**src/rtl/rps_reset_sequencer.sv**
```systemverilog
// Reset-domain sequencer: synchronizes board reset release, then releases NUM_STAGES
// reset outputs in order with programmable spacing; a soft request re-runs the sequence.
module rps_reset_sequencer #(
   parameter int unsigned NUM_STAGES   = 4,
   parameter int unsigned RESET_HOLD   = 4,
   parameter int unsigned STAGE_DELAY  = 16,
   parameter int unsigned SOFT_HOLD    = 8,
   parameter int unsigned SYNC_STAGES  = 2,
   parameter logic        ACTIVE_RESET = 1'b1
) (
   input  logic                  clk,
   input  logic                  rst,
   input  logic                  soft_req,
   output logic                  soft_ack,
   output logic [NUM_STAGES-1:0] rst_out,
   output logic                  done,
   output logic [1:0]            state
);

   typedef enum logic [1:0] {
      ST_HOLD    = 2'd0,
      ST_RELEASE = 2'd1,
      ST_RUN     = 2'd2,
      ST_SOFT    = 2'd3
   } state_t;

   localparam int unsigned MAX_HS  = (RESET_HOLD > STAGE_DELAY) ? RESET_HOLD : STAGE_DELAY;
   localparam int unsigned CNT_MAX = (MAX_HS > SOFT_HOLD) ? MAX_HS : SOFT_HOLD;
   localparam int unsigned CW      = $clog2(CNT_MAX + 1);
   localparam int unsigned IW      = (NUM_STAGES > 1) ? $clog2(NUM_STAGES) : 1;

   localparam logic [CW-1:0] HOLD_LAST  = CW'(RESET_HOLD - 1);
   localparam logic [CW-1:0] STAGE_LAST = CW'(STAGE_DELAY - 1);
   localparam logic [CW-1:0] SOFT_LAST  = CW'(SOFT_HOLD - 1);
   localparam logic [IW-1:0] IDX_LAST   = IW'(NUM_STAGES - 1);

   logic [SYNC_STAGES-1:0] sync_q;
   logic [SYNC_STAGES-1:0] sync_d;
   logic                   run_en;

   state_t                 state_q;
   logic [CW-1:0]          cnt_q;
   logic [CW-1:0]          cnt_d;
   logic [IW-1:0]          idx_q;
   logic [IW-1:0]          idx_d;
   logic [NUM_STAGES-1:0]  rst_out_q;
   logic                   done_q;
   logic                   soft_ack_q;
   logic                   fire;
   logic                   last_stage;

   assign sync_d = {sync_q[SYNC_STAGES-2:0], 1'b1};
   assign run_en = sync_q[SYNC_STAGES-1];

   always_ff @(posedge clk or negedge rst) begin
      if (!rst) begin
         sync_q <= '0;
      end else begin
         sync_q <= sync_d;
      end
   end

   assign cnt_d      = cnt_q + 1'b1;
   assign idx_d      = idx_q + 1'b1;
   assign last_stage = (idx_q == IDX_LAST);

   // HOLD and SOFT always release stage 0 because idx_q is zeroed on entry to both.
   always_comb begin
      fire = 1'b0;
      case (state_q)
         ST_HOLD:    fire = (cnt_q == HOLD_LAST);
         ST_RELEASE: fire = (cnt_q == STAGE_LAST);
         ST_SOFT:    fire = (cnt_q == SOFT_LAST);
         default:    fire = 1'b0;
      endcase
   end

   always_ff @(posedge clk or negedge rst) begin
      if (!rst) begin
         state_q    <= ST_HOLD;
         cnt_q      <= '0;
         idx_q      <= '0;
         rst_out_q  <= {NUM_STAGES{ACTIVE_RESET}};
         done_q     <= 1'b0;
         soft_ack_q <= 1'b0;
      end else if (run_en) begin
         case (state_q)
            ST_HOLD, ST_RELEASE, ST_SOFT: begin
               soft_ack_q <= 1'b0;
               if (fire) begin
                  for (int unsigned k = 0; k < NUM_STAGES; k++) begin
                     if (IW'(k) == idx_q) begin
                        rst_out_q[k] <= ~ACTIVE_RESET;
                     end
                  end
                  cnt_q <= '0;
                  if (last_stage) begin
                     state_q <= ST_RUN;
                     done_q  <= 1'b1;
                  end else begin
                     state_q <= ST_RELEASE;
                     idx_q   <= idx_d;
                  end
               end else begin
                  cnt_q <= cnt_d;
               end
            end
            ST_RUN: begin
               if (soft_req) begin
                  state_q    <= ST_SOFT;
                  rst_out_q  <= {NUM_STAGES{ACTIVE_RESET}};
                  done_q     <= 1'b0;
                  soft_ack_q <= 1'b1;
                  cnt_q      <= '0;
                  idx_q      <= '0;
               end else begin
                  soft_ack_q <= 1'b0;
               end
            end
            default: begin
               state_q <= ST_HOLD;
            end
         endcase
      end
   end

   assign rst_out  = rst_out_q;
   assign done     = done_q;
   assign soft_ack = soft_ack_q;
   assign state    = state_q;

endmodule
```
**config.mk**
```make
export PLATFORM = sky130hd
export DESIGN_NAME = rps_reset_sequencer
export DESIGN_NICKNAME = d
export VERILOG_FILES = /design/src/rtl/rps_reset_sequencer.sv
export SDC_FILE = /design/constraint.sdc
export NUM_CORES = 1
export LEC_CHECK = 0
export ABC_AREA = 1
export BUFFER_PORTS_ARGS = -buffer_cell sky130_fd_sc_hd__buf_2
export CAP_MARGIN = 0
export CELL_PAD_IN_SITES_DETAIL_PLACEMENT = 1
export CELL_PAD_IN_SITES_GLOBAL_PLACEMENT = 2
export CORE_AREA = 2 2 56 58
export DETAILED_ROUTE_END_ITERATION = 12
export DIE_AREA = 0 0 58 60
export PLACE_DENSITY_LB_ADDON = 0.25
export SETUP_SLACK_MARGIN = 0.02
export SLEW_MARGIN = 30
export SYNTH_ARGS = -nofsm -noshare
export SYNTH_HDL_FRONTEND = slang
export SYNTH_SLANG_ARGS = --single-unit
```
**constraint.sdc**
```tcl
create_clock -name clk -period 1.5 [get_ports clk]
set_input_delay 0.15 -clock clk [delete_from_list [all_inputs] [get_ports clk]]
set_output_delay 0.15 -clock clk [all_outputs]
set_load 0.01 [all_outputs]
```
==> metrics.md <==
| Metric | Value |
|---|---|
| Avg Inst Size Synth | `around 8.4 sq um` |
| Worst path bufs/invs | `3` |
| Critical path peak fanout | `7` |
| Int Pwr | `between 800 and 900 uW` |
| Pre-CTS WS | `about 0.071 ns` |
| Chip Width | `slightly below 60 um` |
| H-tree Lvls | `1` |
| DR iter-0 viols | `1` |
| Slowest-stage cell, CP | `dfrtp_1` |
| Number of global-route vias before repair | `roughly 750` |
| Synth Cell Area | `926 sq um` |
| R2r endpoint | `cnt_q[3]` |
| Drc violations | `0` |
| Area Growth Syn to Fin | `15.0%` |
| CP startpoint kind | `register` |
| Reg2reg setup slack | `around 0.11 ns` |
| R2r startpoint | `cnt_q[0]` |
| RSZ-0062 raised after global routing | `true` |
| Routed via count | `about 740` |
| Max cap viols | `0` |
| Most common cell in the netlist | `nand2_1` |
| Routed Wire Length | `about 1.9 mm` |
| Synth cell types | `23` |
| Fin crit share | `between 90% and 100%` |
| Post-synth top cells | `nand2_1 (30), inv_1 (15), dfrtp_1 (13)` |
| Placed cells | `152` |
| Num rows | `20` |
| CTS Buf Count | `3` |
| PD cells | `roughly 1300 nW/um^2` |
| CP required | `1.68 ns` |
| Sw power | `between 500 and 600 uW` |
| Routed WL per cell | `about 12 um` |
| Family with the most delay on the worst path | `simple AND/OR/NAND/NOR gates` |
| Gr ovfl total | `0` |
| GP Congestion | `about 0.73` |
| Antenna violations before repair | `0` |
| Count of pins over their slew limit | `0` |
| Syn nets | `between 100 and 150` |
| Final setup margin | `0.114 ns` |
| Die ar. | `~3500 sq um` |
| Number of flops mapped to enable cells by yosys | `0` |
| First-pass iteration count of the detailed router | `2` |
| Crit path cell chain | `ha_2, inv_1, nor2_2, inv_1, nor2_2, nand2_2, nand2_4, nand2_2, inv_1, nor2_1` |
| Most used cell, CP | `inv_1` |
| First-pass GRT wire length | `approximately 3.3 mm` |
| Worst-Skew Late Latency | `between 0.2 and 0.3 ns` |
| DRT antenna net count | `0` |
| Post-Synthesis Cells | `110` |
| Leak | `roughly 0.56 nW` |
| Top cells by area, synth | `dfrtp_1 (35%), nand2_1 (12%), dfstp_2 (11%)` |
| Ys Warns | `0` |
| Switch share | `a little under two fifths` |
| Status | `completed` |
| Max frequency | `a little over 700 MHz` |
| Final hold vios | `0` |
| Biggest cell delay along the critical path | `0.37 ns` |
| ANT cells | `0` |
| Die height | `approximately 60 um` |
| IO Count | `11` |
| Final setup fails | `0` |
| CORE AREA | `2900 sq um` |
| Via/cell ratio | `4.64` |
| Kind of critical path | `register to register` |
| Total GRT Usage | `between 10% and 20%` |
| I/O Buffers | `10` |
| Clock Tree Buf Depth | `2` |
| Power share of the clock group | `between 10% and 20%` |
| Final Net Count | `around 140` |
| Sink Count | `17` |
| Synth Flop Type | `dfrtp_1` |
| WHS | `just over 0.3 ns` |
| Worst Skew | `roughly 0.0042 ns` |
| Post-DP HPWL | `~1.5 mm` |
| Crit path DAT | `approximately 1.6 ns` |
| Setup_tns | `0 ns` |
| Synth area leader | `dfrtp_1` |
| Final Critical Period | `around 1.4 ns` |
| Top cell type's share of synthesized area | `a little over a third` |
| Hold Crit Class | `input pin to async pin` |
| Logic pwr share | `approximately a third` |
| Initial Utilization | `31.9%` |
| Seq cells post-synth | `17` |
| CTS tree | `yes` |
| Seq/Total Area, Yosys | `a little under half` |
| Asr flop ratio synth | `100%` |
| R2R depth | `10` |
| Worst VDD drop | `roughly 0.56 mV` |
| Non-Filler Instances | `roughly 160` |
| Ratio of cells with drive above 1 in the final layout | `between 20 and 30%` |
| CP Capture Type | `register` |
| Sequential Power Share | `between 40% and 50%` |
| Clk slew on worst S/H paths | `~0.10 ns` |
| Pin count of the biggest net entering global routing | `18` |
| Root buf cell | `clkbuf_4` |
-- power by group through the flow --
| stage | clock, mW | sequential [mW] | combinational, mW |
|---|---|---|---|
| 6_report | 0.243 | 0.669 | 0.491 |
| 3_5_place_dp | 0 | 0.678 | 0.463 |
| 3_3_place_gp | 0 | 0.672 | 0.449 |
| 2_1_floorplan | 0 | 0.652 | 0.346 |
| 4_1_cts | 0.255 | 0.668 | 0.468 |
| 5_1_grt | 0.274 | 0.693 | 0.579 |
-- metal layers --
| metal | global-route usage, % | wire, um |
|---|---|---|
| met5 | 0 | 0 |
| met4 | 3.99 | 8 |
| met3 | 3.03 | 37 |
| met2 | 21.8 | 987 |
| met1 | 15.6 | 830 |
-- how the worst max path moves through the flow --
stage,start,end,slack [ns],cells after the start
2_1_floorplan,cnt_q[0],cnt_q[3],0.24,10
3_3_place_gp,cnt_q[0],cnt_q[3],0.14,10
3_5_place_dp,cnt_q[0],cnt_q[3],0.07,10
4_1_cts,cnt_q[0],cnt_q[3],0.04,10
5_1_grt,cnt_q[0],idx_q[0],0.01,10
6_report,cnt_q[0],cnt_q[3],0.11,10
-- sequential cells by signal, summed over array words and instances (netlist names) --
signal / flops
cnt_q: 5
done: 1
idx_q: 2
rst_out: 4
soft_ack: 1
state: 2
sync_q: 2
-- worst register-to-register path: cells and delay by family (launching register included) --
kind / cells / cell delay, ns
adders and majority gates: 1 / 0.20
buffers and inverters: 3 / 0.21
DFF: 1 / 0.37
and+or+nand+nor: 6 / 0.52
-- metrics by stage --
step | total power, mW | utilization [%] | instance area (sq um)
6_report | 1.40 | 36.7 | 1060
5_1_grt | 1.54 | 36.7 | 1060
4_1_cts | 1.39 | 35.9 | 1040
3_5_place_dp | 1.14 | 34.7 | 1010
3_3_place_gp | 1.12 | 34.7 | 1010
2_1_floorplan | 0.998 | - | 926
-- logic make-up (layout without fill, tap and decap cells) --
logic type,count (synthesis),count (layout),synth area share [%]
buf+inv,17,33,7.70
flops,17,17,46.5
other cells,1,1,0.405
fa+ha+maj,5,5,6.76
simple gates,63,63,33.8
compound gates,5,5,2.97
xor+xnor,2,2,1.89
-- final cells by class --
type / instances / area [sq um]
Sequential cell: 17 / 432
Tap cell: 33 / 41.3
Multi-Input combinational cell: 76 / 429
Inverter: 16 / 60.1
Fill cell: 366 / 1840
Timing Repair Buffer: 13 / 75.1
Clock buffer: 3 / 22.5
Clock inverter: 1 / 5.00
-- repair_timing --
| item | CTS | global route |
|---|---|---|
| hold buffers | 1 | 0 |
| gates resized for setup | 0 | 3 |
| setup endpoints to repair | 0 | 7 |
| setup buffers | 0 | 2 |
| hold endpoints to repair | 13 | 0 |
-- cell usage in the layout, fill, tap and decap left out, drive strengths merged --
cell type	count
nor2	9
conb	1
nand4	4
ha	5
or2	4
nor3	1
dfstp	4
clkinv	1
o21ai	4
buf	12
nand2	36
dfrtp	13
clkbuf	3
nand3	9
o21bai	1
dlygate4sd3	1
xor2	2
inv	16
(Power assumes the default switching activity.)
